**config.mk**
```make
export PLATFORM = sky130hd
export DESIGN_NAME = address_config_arbiter
export DESIGN_NICKNAME = d
export VERILOG_FILES = /design/src/rtl/address_config_pkg.sv /design/src/rtl/arbiter_rr_2.sv /design/src/rtl/address_config_arbiter.sv
export SDC_FILE = /design/constraint.sdc
export NUM_CORES = 1
export LEC_CHECK = 0
export CORE_UTILIZATION = 29
export CTS_CLUSTER_SIZE = 40
export DETAILED_ROUTE_END_ITERATION = 8
export SYNTH_ARGS = -nofsm -noshare
export SYNTH_HDL_FRONTEND = slang
export SYNTH_HIERARCHICAL = 1
export SYNTH_SLANG_ARGS = --single-unit
```
**constraint.sdc**
```tcl
create_clock -name clock -period 4.3 [get_ports clock]
set_input_delay 0.43 -clock clock [delete_from_list [all_inputs] [get_ports clock]]
set_output_delay 0.43 -clock clock [all_outputs]
set_load 0.02 [all_outputs]
```
**src/rtl/address_config_pkg.sv**
```systemverilog
// Shared definitions for the address-configuration write arbiter.
// Contents:
//   state_t        - control FSM states (idle, clearing PO entries, clearing DO)
//   addr_in_range  - true when a write address hits a PO entry or the DO slot
package address_config_pkg;

   typedef enum logic [1:0] {
      ST_IDLE     = 2'd0,
      ST_CLEAR_PO = 2'd1,
      ST_CLEAR_DO = 2'd2
   } state_t;

   // All operands are zero-extended to 32 bits by the caller so one function
   // serves every address width. The lower-bound test comes first so the
   // subtraction below can never wrap.
   function automatic logic addr_in_range(input logic [31:0] addr,
                                          input logic [31:0] po_base,
                                          input logic [31:0] po_count,
                                          input logic [31:0] do_addr);
      return ((addr >= po_base) && ((addr - po_base) < po_count)) ||
             (addr == do_addr);
   endfunction

endpackage

```
**src/rtl/arbiter_rr_2.sv**
```systemverilog
// Two-way round-robin grant with a one-bit "last granted" pointer.
// Ports:
//   clock, reset_n - clock and async active-low reset
//   enable_i       - grants may be issued this cycle
//   req_i[1:0]     - request vector (bit 0 = req0, bit 1 = req1)
//   grant_o[1:0]   - one-hot (or zero) grant, combinational
// A grant is always taken by its requester (the grant only goes to a valid
// request), so the pointer moves whenever a grant is issued.
module arbiter_rr_2 (
   input  logic       clock,
   input  logic       reset_n,
   input  logic       enable_i,
   input  logic [1:0] req_i,
   output logic [1:0] grant_o
);

   // last_q = 1 means req1 was granted last, so req0 wins the next tie.
   logic last_q;
   logic last_d;

   always_comb begin
      grant_o = 2'b00;
      if (enable_i) begin
         case (req_i)
            2'b01:   grant_o = 2'b01;
            2'b10:   grant_o = 2'b10;
            2'b11:   grant_o = last_q ? 2'b01 : 2'b10;
            default: grant_o = 2'b00;
         endcase
      end
   end

   always_comb begin
      last_d = last_q;
      if (grant_o[0]) last_d = 1'b0;
      if (grant_o[1]) last_d = 1'b1;
   end

   always_ff @(posedge clock or negedge reset_n) begin
      if (!reset_n) last_q <= 1'b1;
      else          last_q <= last_d;
   end

endmodule

```
**src/rtl/address_config_arbiter.sv**
```systemverilog
// Arbitrates host (req0) and thread-side (req1) configuration writes into the
// Address Module write port and runs a bulk clear of all PO entries plus the
// Default Offset slot.
// Ports:
//   clock, reset_n             - clock and async active-low reset
//   req0_* / req1_*            - valid/ready request channels (addr, data)
//   clear_start / clear_busy   - bulk-clear trigger and in-progress flag
//   stall                      - datapath cannot take a write this cycle
//   wr_en / wr_addr / wr_data  - registered write port (latency 1)
//   addr_err                   - one-cycle pulse for a dropped out-of-range request
//   dbg_state                  - current FSM state
//
// Handshake: reqN_ready is combinational and high only for the requester the
// round-robin arbiter grants in IDLE with stall low and no clear_start; a
// transfer happens in a cycle where reqN_valid and reqN_ready are both 1.
// Valid must not depend on ready.
module address_config_arbiter
   import address_config_pkg::*;
#(
   parameter int          WRITE_ADDR_WIDTH = 10,
   parameter int          WRITE_WORD_WIDTH = 36,
   parameter int unsigned PO_ADDR_BASE     = 0,
   parameter int unsigned PO_ENTRY_COUNT   = 4,
   parameter int unsigned DO_ADDR          = 0
) (
   input  logic                        clock,
   input  logic                        reset_n,
   input  logic                        req0_valid,
   output logic                        req0_ready,
   input  logic [WRITE_ADDR_WIDTH-1:0] req0_addr,
   input  logic [WRITE_WORD_WIDTH-1:0] req0_data,
   input  logic                        req1_valid,
   output logic                        req1_ready,
   input  logic [WRITE_ADDR_WIDTH-1:0] req1_addr,
   input  logic [WRITE_WORD_WIDTH-1:0] req1_data,
   input  logic                        clear_start,
   output logic                        clear_busy,
   input  logic                        stall,
   output logic                        wr_en,
   output logic [WRITE_ADDR_WIDTH-1:0] wr_addr,
   output logic [WRITE_WORD_WIDTH-1:0] wr_data,
   output logic                        addr_err,
   output state_t                      dbg_state
);

   localparam int CW = $clog2(PO_ENTRY_COUNT);

   state_t                      state_q, state_d;
   logic [CW-1:0]               count_q, count_d;
   logic                        wr_en_q, wr_en_d;
   logic [WRITE_ADDR_WIDTH-1:0] wr_addr_q, wr_addr_d;
   logic [WRITE_WORD_WIDTH-1:0] wr_data_q, wr_data_d;
   logic                        addr_err_q, addr_err_d;

   logic                        arb_enable;
   logic [1:0]                  grant;
   logic [WRITE_ADDR_WIDTH-1:0] sel_addr;
   logic [WRITE_WORD_WIDTH-1:0] sel_data;

   arbiter_rr_2 u_arb (
      .clock    (clock),
      .reset_n  (reset_n),
      .enable_i (arb_enable),
      .req_i    ({req1_valid, req0_valid}),
      .grant_o  (grant)
   );

   assign sel_addr = grant[1] ? req1_addr : req0_addr;
   assign sel_data = grant[1] ? req1_data : req0_data;

   always_comb begin
      state_d    = state_q;
      count_d    = count_q;
      wr_en_d    = 1'b0;
      wr_addr_d  = wr_addr_q;
      wr_data_d  = wr_data_q;
      addr_err_d = 1'b0;
      arb_enable = 1'b0;
      case (state_q)
         ST_IDLE: begin
            if (!stall) begin
               if (clear_start) begin
                  state_d = ST_CLEAR_PO;
                  count_d = '0;
               end else begin
                  arb_enable = 1'b1;
                  if (grant != 2'b00) begin
                     // Out-of-range requests are still consumed so the
                     // requester never blocks; they only raise addr_err.
                     if (addr_in_range(32'(sel_addr), 32'(PO_ADDR_BASE),
                                       32'(PO_ENTRY_COUNT), 32'(DO_ADDR))) begin
                        wr_en_d   = 1'b1;
                        wr_addr_d = sel_addr;
                        wr_data_d = sel_data;
                     end else begin
                        addr_err_d = 1'b1;
                     end
                  end
               end
            end
         end
         ST_CLEAR_PO: begin
            if (!stall) begin
               wr_en_d   = 1'b1;
               wr_addr_d = WRITE_ADDR_WIDTH'(PO_ADDR_BASE) + WRITE_ADDR_WIDTH'(count_q);
               wr_data_d = '0;
               if (count_q == CW'(PO_ENTRY_COUNT - 1)) begin
                  state_d = ST_CLEAR_DO;
                  count_d = '0;
               end else begin
                  count_d = count_q + CW'(1);
               end
            end
         end
         ST_CLEAR_DO: begin
            if (!stall) begin
               wr_en_d   = 1'b1;
               wr_addr_d = WRITE_ADDR_WIDTH'(DO_ADDR);
               wr_data_d = '0;
               state_d   = ST_IDLE;
            end
         end
         default: begin
            state_d = ST_IDLE;
            count_d = '0;
         end
      endcase
   end

   always_ff @(posedge clock or negedge reset_n) begin
      if (!reset_n) begin
         state_q    <= ST_IDLE;
         count_q    <= '0;
         wr_en_q    <= 1'b0;
         wr_addr_q  <= '0;
         wr_data_q  <= '0;
         addr_err_q <= 1'b0;
      end else begin
         state_q    <= state_d;
         count_q    <= count_d;
         wr_en_q    <= wr_en_d;
         wr_addr_q  <= wr_addr_d;
         wr_data_q  <= wr_data_d;
         addr_err_q <= addr_err_d;
      end
   end

   assign req0_ready = grant[0];
   assign req1_ready = grant[1];
   assign clear_busy = (state_q == ST_CLEAR_PO) || (state_q == ST_CLEAR_DO);
   assign wr_en      = wr_en_q;
   assign wr_addr    = wr_addr_q;
   assign wr_data    = wr_data_q;
   assign addr_err   = addr_err_q;
   assign dbg_state  = state_q;

endmodule

```
==> results of run 1 <==
==> per-layer routing <==
layer	GRT usage, %	vias up	share of wire, %
met5	0	-	0
met1	18.8	1054	44
met3	3.97	7	8.6
met2	23.1	89	46
li1	-	1064	-
met4	3.68	0	0.82
==> layout make-up <==
| type | instances | share of cell area, % |
|---|---|---|
| clock buffer | 6 | 1.61 |
| timing repair buffer | 155 | 34.1 |
| clock inverter | 2 | 0.778 |
| multi-input combinational | 129 | 29.8 |
| sequential | 53 | 29.5 |
| inverter | 8 | 0.667 |
| tap | 129 | 3.59 |
==> metrics by stage <==
stage	total power [µW]	setup slack [ns]	util [%]	hold WS, ns	area (µm²)
3_5_place_dp	1120	0.957	47.3	0.476	4390
3_3_place_gp	1110	1.04	47.3	0.470	4390
2_1_floorplan	899	1.55	-	0.134	2800
6_report	1430	1.03	48.5	0.227	4500
4_1_cts	1450	1.01	48.5	0.273	4500
5_1_grt	1520	0.821	48.5	0.299	4500
==> logic make-up (layout without fill, tap and decap cells) <==
| kind of cell | count (synthesis) | count (layout) | share of synthesized area, % |
|---|---|---|---|
| AOI/OAI and AO/OA | 54 | 54 | 23.9 |
| adders and majority gates | 5 | 5 | 2.24 |
| buffers and inverters | 21 | 171 | 4.92 |
| DFF | 53 | 53 | 47.5 |
| muxes | 42 | 42 | 15.2 |
| and+or+nand+nor | 28 | 28 | 6.22 |
==> where the power goes <==
group          internal, µW  total (µW)  switching (µW)  leakage [µW]
Sequential              535         564            28.4      0.000730
Combinational           249         535             286      0.000944
Clock                   173         333             160     0.0000552
Total                   957        1430             474       0.00173
==> worst register-to-register path, cell delays in order (launching register included) <==
cell and delay (ns):
dfrtp_1 0.43, inv_1 0.10, ha_1 0.24, nand2b_1 0.15, nor2_1 0.21, nand2_1 0.15, a21oi_4 0.22, and3_1 0.36
o2111ai_4 0.58, buf_4 0.45, o2bb2ai_2 0.16
==> cells in the mapped netlist, drive strengths merged (2+ instances only) <==
library cell / n / area (µm²)
and3: 2 / 12.5
a31oi: 4 / 25.0
o21ai: 3 / 15.0
clkbuf: 3 / 11.3
nand2: 3 / 11.3
mux2: 3 / 33.8
and2b: 2 / 15.0
buf: 10 / 96.4
nor2: 5 / 18.8
mux2i: 39 / 390
inv: 8 / 30.0
dfrtp: 52 / 1300
o2bb2ai: 36 / 516
a21oi: 5 / 28.8
or4: 2 / 18.8
nand2b: 2 / 12.5
nand3: 2 / 10.0
nor2b: 6 / 37.5
ha: 5 / 62.6
nor4: 2 / 12.5
==> state kept, by name (all words and copies together) (netlist names) <==
| name | flops |
|---|---|
| wr_data | 36 |
| wr_addr | 10 |
| count_q | 2 |
| dbg_state | 2 |
| addr_err | 1 |
| u_arb/last_q | 1 |
| wr_en | 1 |
==> worst max-delay path by stage <==
stage	start	end	slack, ns	cells after the start
2_1_floorplan	dbg_state[0]	wr_data[28]	1.55	12
6_report	dbg_state[0]	req1_ready	1.03	8
4_1_cts	dbg_state[0]	req1_ready	1.01	8
3_5_place_dp	clear_start	wr_data[5]	0.96	9
5_1_grt	dbg_state[0]	req1_ready	0.82	8
3_3_place_gp	clear_start	wr_data[20]	1.04	9
==> reports/summary.txt, run 1 <==
Status = finished, final reports clean
Synth cell types = 36
Synth Instances = 203
FF+latch count, synth = 53
CP arrival = 2.84 ns
Dpl cells = 474
Worst Hold Class = primary input to async pin
Multi-input logic area = 0.00134 mm²
Die area = 0.0100 mm²
Leak pwr = 0.00173 µW
Setup violations, final = 0
Clk sinks = 53
Global-route usage over all layers = 14.3%
Most common cell after layout, fill and taps aside = clkdlybuf4s50_1
Seq/Total Area, Yosys = 47.5%
Asr flop ratio synth = 100%
Worst path required time = 3.87 ns
Antenna-violating nets left = 0
RSZ-0062 raised after global routing = false
Post-CTS setup buffers = 0
Vias in the first global route = 2275
Detailed Place HPWL = 5.43 mm
CP bufs+invs = 3
Cts bufs inserted = 5
Reg-to-reg endpoint = wr_data[5]
Total negative slack = 0 ns
CP max FO = 20
CP Cell Sequence = inv_1, ha_1, nand2b_1, nor2_1, nand2_1, a21oi_4, buf_4, clkdlybuf4s50_1
IO Count = 151
First-pass GRT wire length = 11.2 mm
Site Rows = 35
Initial core utilization = 30.1%
Avg Cell Area, Syn = 13.8 µm²
Clk buf depth = 2
# port buffers = 150
Hold buffer count at CTS = 0
Critical Path End Type = output pin
Crit Path Category = flip-flop to output pin
Core area = 0.00928 mm²
Worst-skew pair later-pin latency = 0.30 ns
Slowest stage delay, CP = 0.68 ns
Peak Freq = 306 MHz
Global placement routability congestion = 0.808
Initial antenna violation count = 0
Root buf cell = clkbuf_8
Final slew viol count = 0
Cells on worst reg2reg path = 10
Net Count, Synth = 306
CTS H-Tree Depth = 2
Fill count = 878
Tcrit/Tclk final = 76.0%
Max_cap viols = 0
Die width = 100 µm
RR Startpoint = dbg_state[0]
Ant diodes = 0
Clk_skew = 0.00599 ns
Mapped cell area = 0.00280 mm²
Drt initial violations = 90
Layout cell share with drive strength beyond 1 = 15.0%
CTS resizes = 0
Non-filler cells, final = 482
Avg WL per Cell = 14.9 µm
Chip height = 100 µm
P&R area growth vs syn = 61.1%
Total congestion overflow = 0
Synth warnings = 6
Post-synth EDFFs = 0
Worst-path clk slew = 0.09 ns
Final hold viol count = 0
Remaining DRCs = 0
Actual transition at the worst max-transition pin = 1.12 ns
Top Family by Delay on Critical Path = buffers and inverters
Worst IR Drop VDD = 195 µV
Most frequent cells in the layout = clkdlybuf4s50_1 (149), dfrtp_1 (52), mux2i_1 (39), o2bb2ai_2 (29), inv_1 (8)
Rel. slew slack = 25.0%
Number of vias per cell = 4.59
Main synth FF type = dfrtp_1
Final wirelength = 7.18 mm
PwrDens = 318 mW/mm²
Nets@finish = 455
R2R Setup Slk = 1.18 ns
Largest net degree at the start of global routing = 54
Slowest-stage cell, CP = clkdlybuf4s50_1
Startpoint Class = flip-flop
Vias = 2214
Reg area = 0.00133 mm²
Min Clock Period, post-route = 3.27 ns
CTS tree = yes
Router iterations before antenna repair = 4
Note: power is estimated with default switching activity, not from simulation.
==> inputs of run 2 (changes only) <==
==> constraint.sdc (replaced) <==
create_clock -name clock -period 3.4 [get_ports clock]
set_input_delay 0.34 -clock clock [delete_from_list [all_inputs] [get_ports clock]]
set_output_delay 0.34 -clock clock [all_outputs]
set_load 0.02 [all_outputs]
==> run 2 against run 1 <==
Via count is 1.1% lower. Combinational power grew 26%. Cell area is 0.36% higher. Die area is the same. Clock power increased by 33%. Non-clock buffer count rose by 1. Clock-buffer cell count up 1. First-iteration DRC count shrank 70%. Critical path depth decreased by 1. Largest power group unchanged. Register-to-register slack worse by 0.51 ns.
==> reports/summary.txt, run 2 (synthesis gave the netlist of run 1 again) <==
Status = finished, final reports clean
CP Cell Sequence = inv_1, ha_1, nand2b_1, nor2_1, nand2_1, a21oi_4, clkdlybuf4s50_1
Layout cell share with drive strength beyond 1 = 15.3% (+0.24 points)
Drt initial violations = 27 (-70%)
Crit Path Category = flip-flop to output pin
Startpoint Class = flip-flop
Critical Path End Type = output pin
Antenna-violating nets left = 0 (unchanged)
Peak Freq = 353 MHz
Global-route usage over all layers = 14.0% (-0.30 points)
Slowest stage delay, CP = 0.68 ns (about the same)
Avg WL per Cell = 14.3 µm (-4.2%)
Max FFs per register = 36 (unchanged)
Fill count = 880 (+0.23%)
Most common cell after layout, fill and taps aside = clkdlybuf4s50_1
Worst IR Drop VDD = 200 µV (+2.7%)
Total power draw = 1830 µW (+28%)
Number of vias per cell = 4.53 (-1.3%)
Nets@finish = 456 (+0.22%)
Most frequent cells in the layout = clkdlybuf4s50_1 (149), dfrtp_1 (52), mux2i_1 (39), o2bb2ai_2 (29), inv_1 (8)
IO Count = 151 (unchanged)
Ant diodes = 0 (unchanged)
Vias in the first global route = 2333 (+2.5%)
Min Clock Period, post-route = 2.83 ns
Non-filler cells, final = 483 (+0.21%)
Dpl cells = 475 (+0.21%)
P&R area growth vs syn = 61.6%
Die width = 100 µm (unchanged)
Initial antenna violation count = 0 (unchanged)
Worst-path clk slew = 0.10 ns (about the same)
Router iterations before antenna repair = 4 (unchanged)
Worst path required time = 3.06 ns (-0.81 ns)
Total negative slack = 0 ns (unchanged)
Global placement routability congestion = 0.799 (-1.0%)
CP arrival = 2.49 ns (-0.35 ns)
Post-route cell area = 0.00452 mm² (+0.36%)
Tcrit/Tclk final = 83.3%
CTS tree = yes
Setup slack after placement = 0.600 ns (-0.357 ns)
Detailed Place HPWL = 5.31 mm (-2.2%)
Initial core utilization = 30.1% (unchanged)
Hold buffer count at CTS = 0 (unchanged)
Vias = 2190 (-1.1%)
DP Area = 0.00440 mm² (+0.17%)
CTS H-Tree Depth = 2 (unchanged)
Total congestion overflow = 0 (unchanged)
Root buf cell = clkbuf_8
Chip height = 100 µm (unchanged)
Worst-skew pair later-pin latency = 0.30 ns (about the same)
# port buffers = 150 (unchanged)
Slowest-stage cell, CP = clkdlybuf4s50_1
PwrDens = 405 mW/mm² (+27%)
Actual transition at the worst max-transition pin = 0.678 ns (-0.446 ns)
Worst Hold Class = primary input to async pin
CP max FO = 6 (-70%)
RSZ-0062 raised after global routing = false
Die area = 0.0100 mm² (unchanged)
Largest net degree at the start of global routing = 37 (-31%)
Clk sinks = 53 (unchanged)
Max_cap viols = 0 (unchanged)
Clk_skew = 0.0131 ns (+0.00710 ns)
Min setup slack post-route = 0.567 ns (-0.465 ns)
Setup violations, final = 0 (unchanged)
Remaining DRCs = 0 (unchanged)
Clk buf depth = 2 (unchanged)
CTS resizes = 0 (unchanged)
Site Rows = 35 (unchanged)
Cts bufs inserted = 5 (unchanged)
Core area = 0.00928 mm² (unchanged)
First-pass GRT wire length = 11.2 mm (-0.37%)
Leak pwr = 0.00174 µW (+0.43%)
Rel. slew slack = 54.8% (+30 points)
Final hold viol count = 0 (unchanged)
Post-CTS setup buffers = 0 (unchanged)
Final slew viol count = 0 (unchanged)
Final wirelength = 6.89 mm (-4.0%)
run 2: cell count changes in the layout (fill, tap and decap cells not counted):
| cell | change |
|---|---|
| clkinv_2 | -1 |
| buf_4 | +1 |
| clkbuf_8 | +1 |
run 2: path summary, 6_finish.rpt:
path                              start           to  slack [ns]  cells past startpoint
setup / recovery           dbg_state[1]   req1_ready        0.57                      7
hold / removal                  reset_n   count_q[0]        0.06                      1
setup reg to reg           dbg_state[1]   wr_addr[0]        0.67                     10
hold reg to reg             wr_data[19]  wr_data[19]        0.49                      1
max in group asynchronous       reset_n  wr_data[24]        2.54                      2
min in group clock          wr_data[19]  wr_data[19]        0.49                      1
run 2: power by group:
group,internal (µW),switching [µW]
sequential,677,38.9
clock,240,201
combinational,315,358
run 2: through the flow:
stage	hold WS, ns	util (%)
after floorplan	0.0444	-
after global placement	0.425	47.4
after detailed placement	0.424	47.4
after CTS	0.0889	48.7
after global routing	0.114	48.7
final	0.0616	48.7
run 2: cell type report:
class / count / area (µm²) / share of cell area [%]
tap: 129 / 161 / 3.57
timing repair buffer: 156 / 1540 / 34.1
inverter: 8 / 30.0 / 0.665
sequential: 53 / 1330 / 29.4
clock inverter: 1 / 30.0 / 0.665
multi-input combinational: 129 / 1340 / 29.7
clock buffer: 7 / 86.3 / 1.91
run 2: per-layer routing:
layer	global-route usage (%)	wire length, µm	vias up
li1	-	-	1057
met1	17.5	3100	1040
met2	23.7	3200	90
met3	4.53	572	3
met4	2.45	19	0
met5	0	0	-
run 2: worst max-delay path, delay by kind of cell, from the launching register on:
kind	cells	cell delay, ns
and+or+nand+nor	3	0.47
AOI/OAI and AO/OA	1	0.25
DFF	1	0.45
adders and majority gates	1	0.24
buffers and inverters	2	0.78
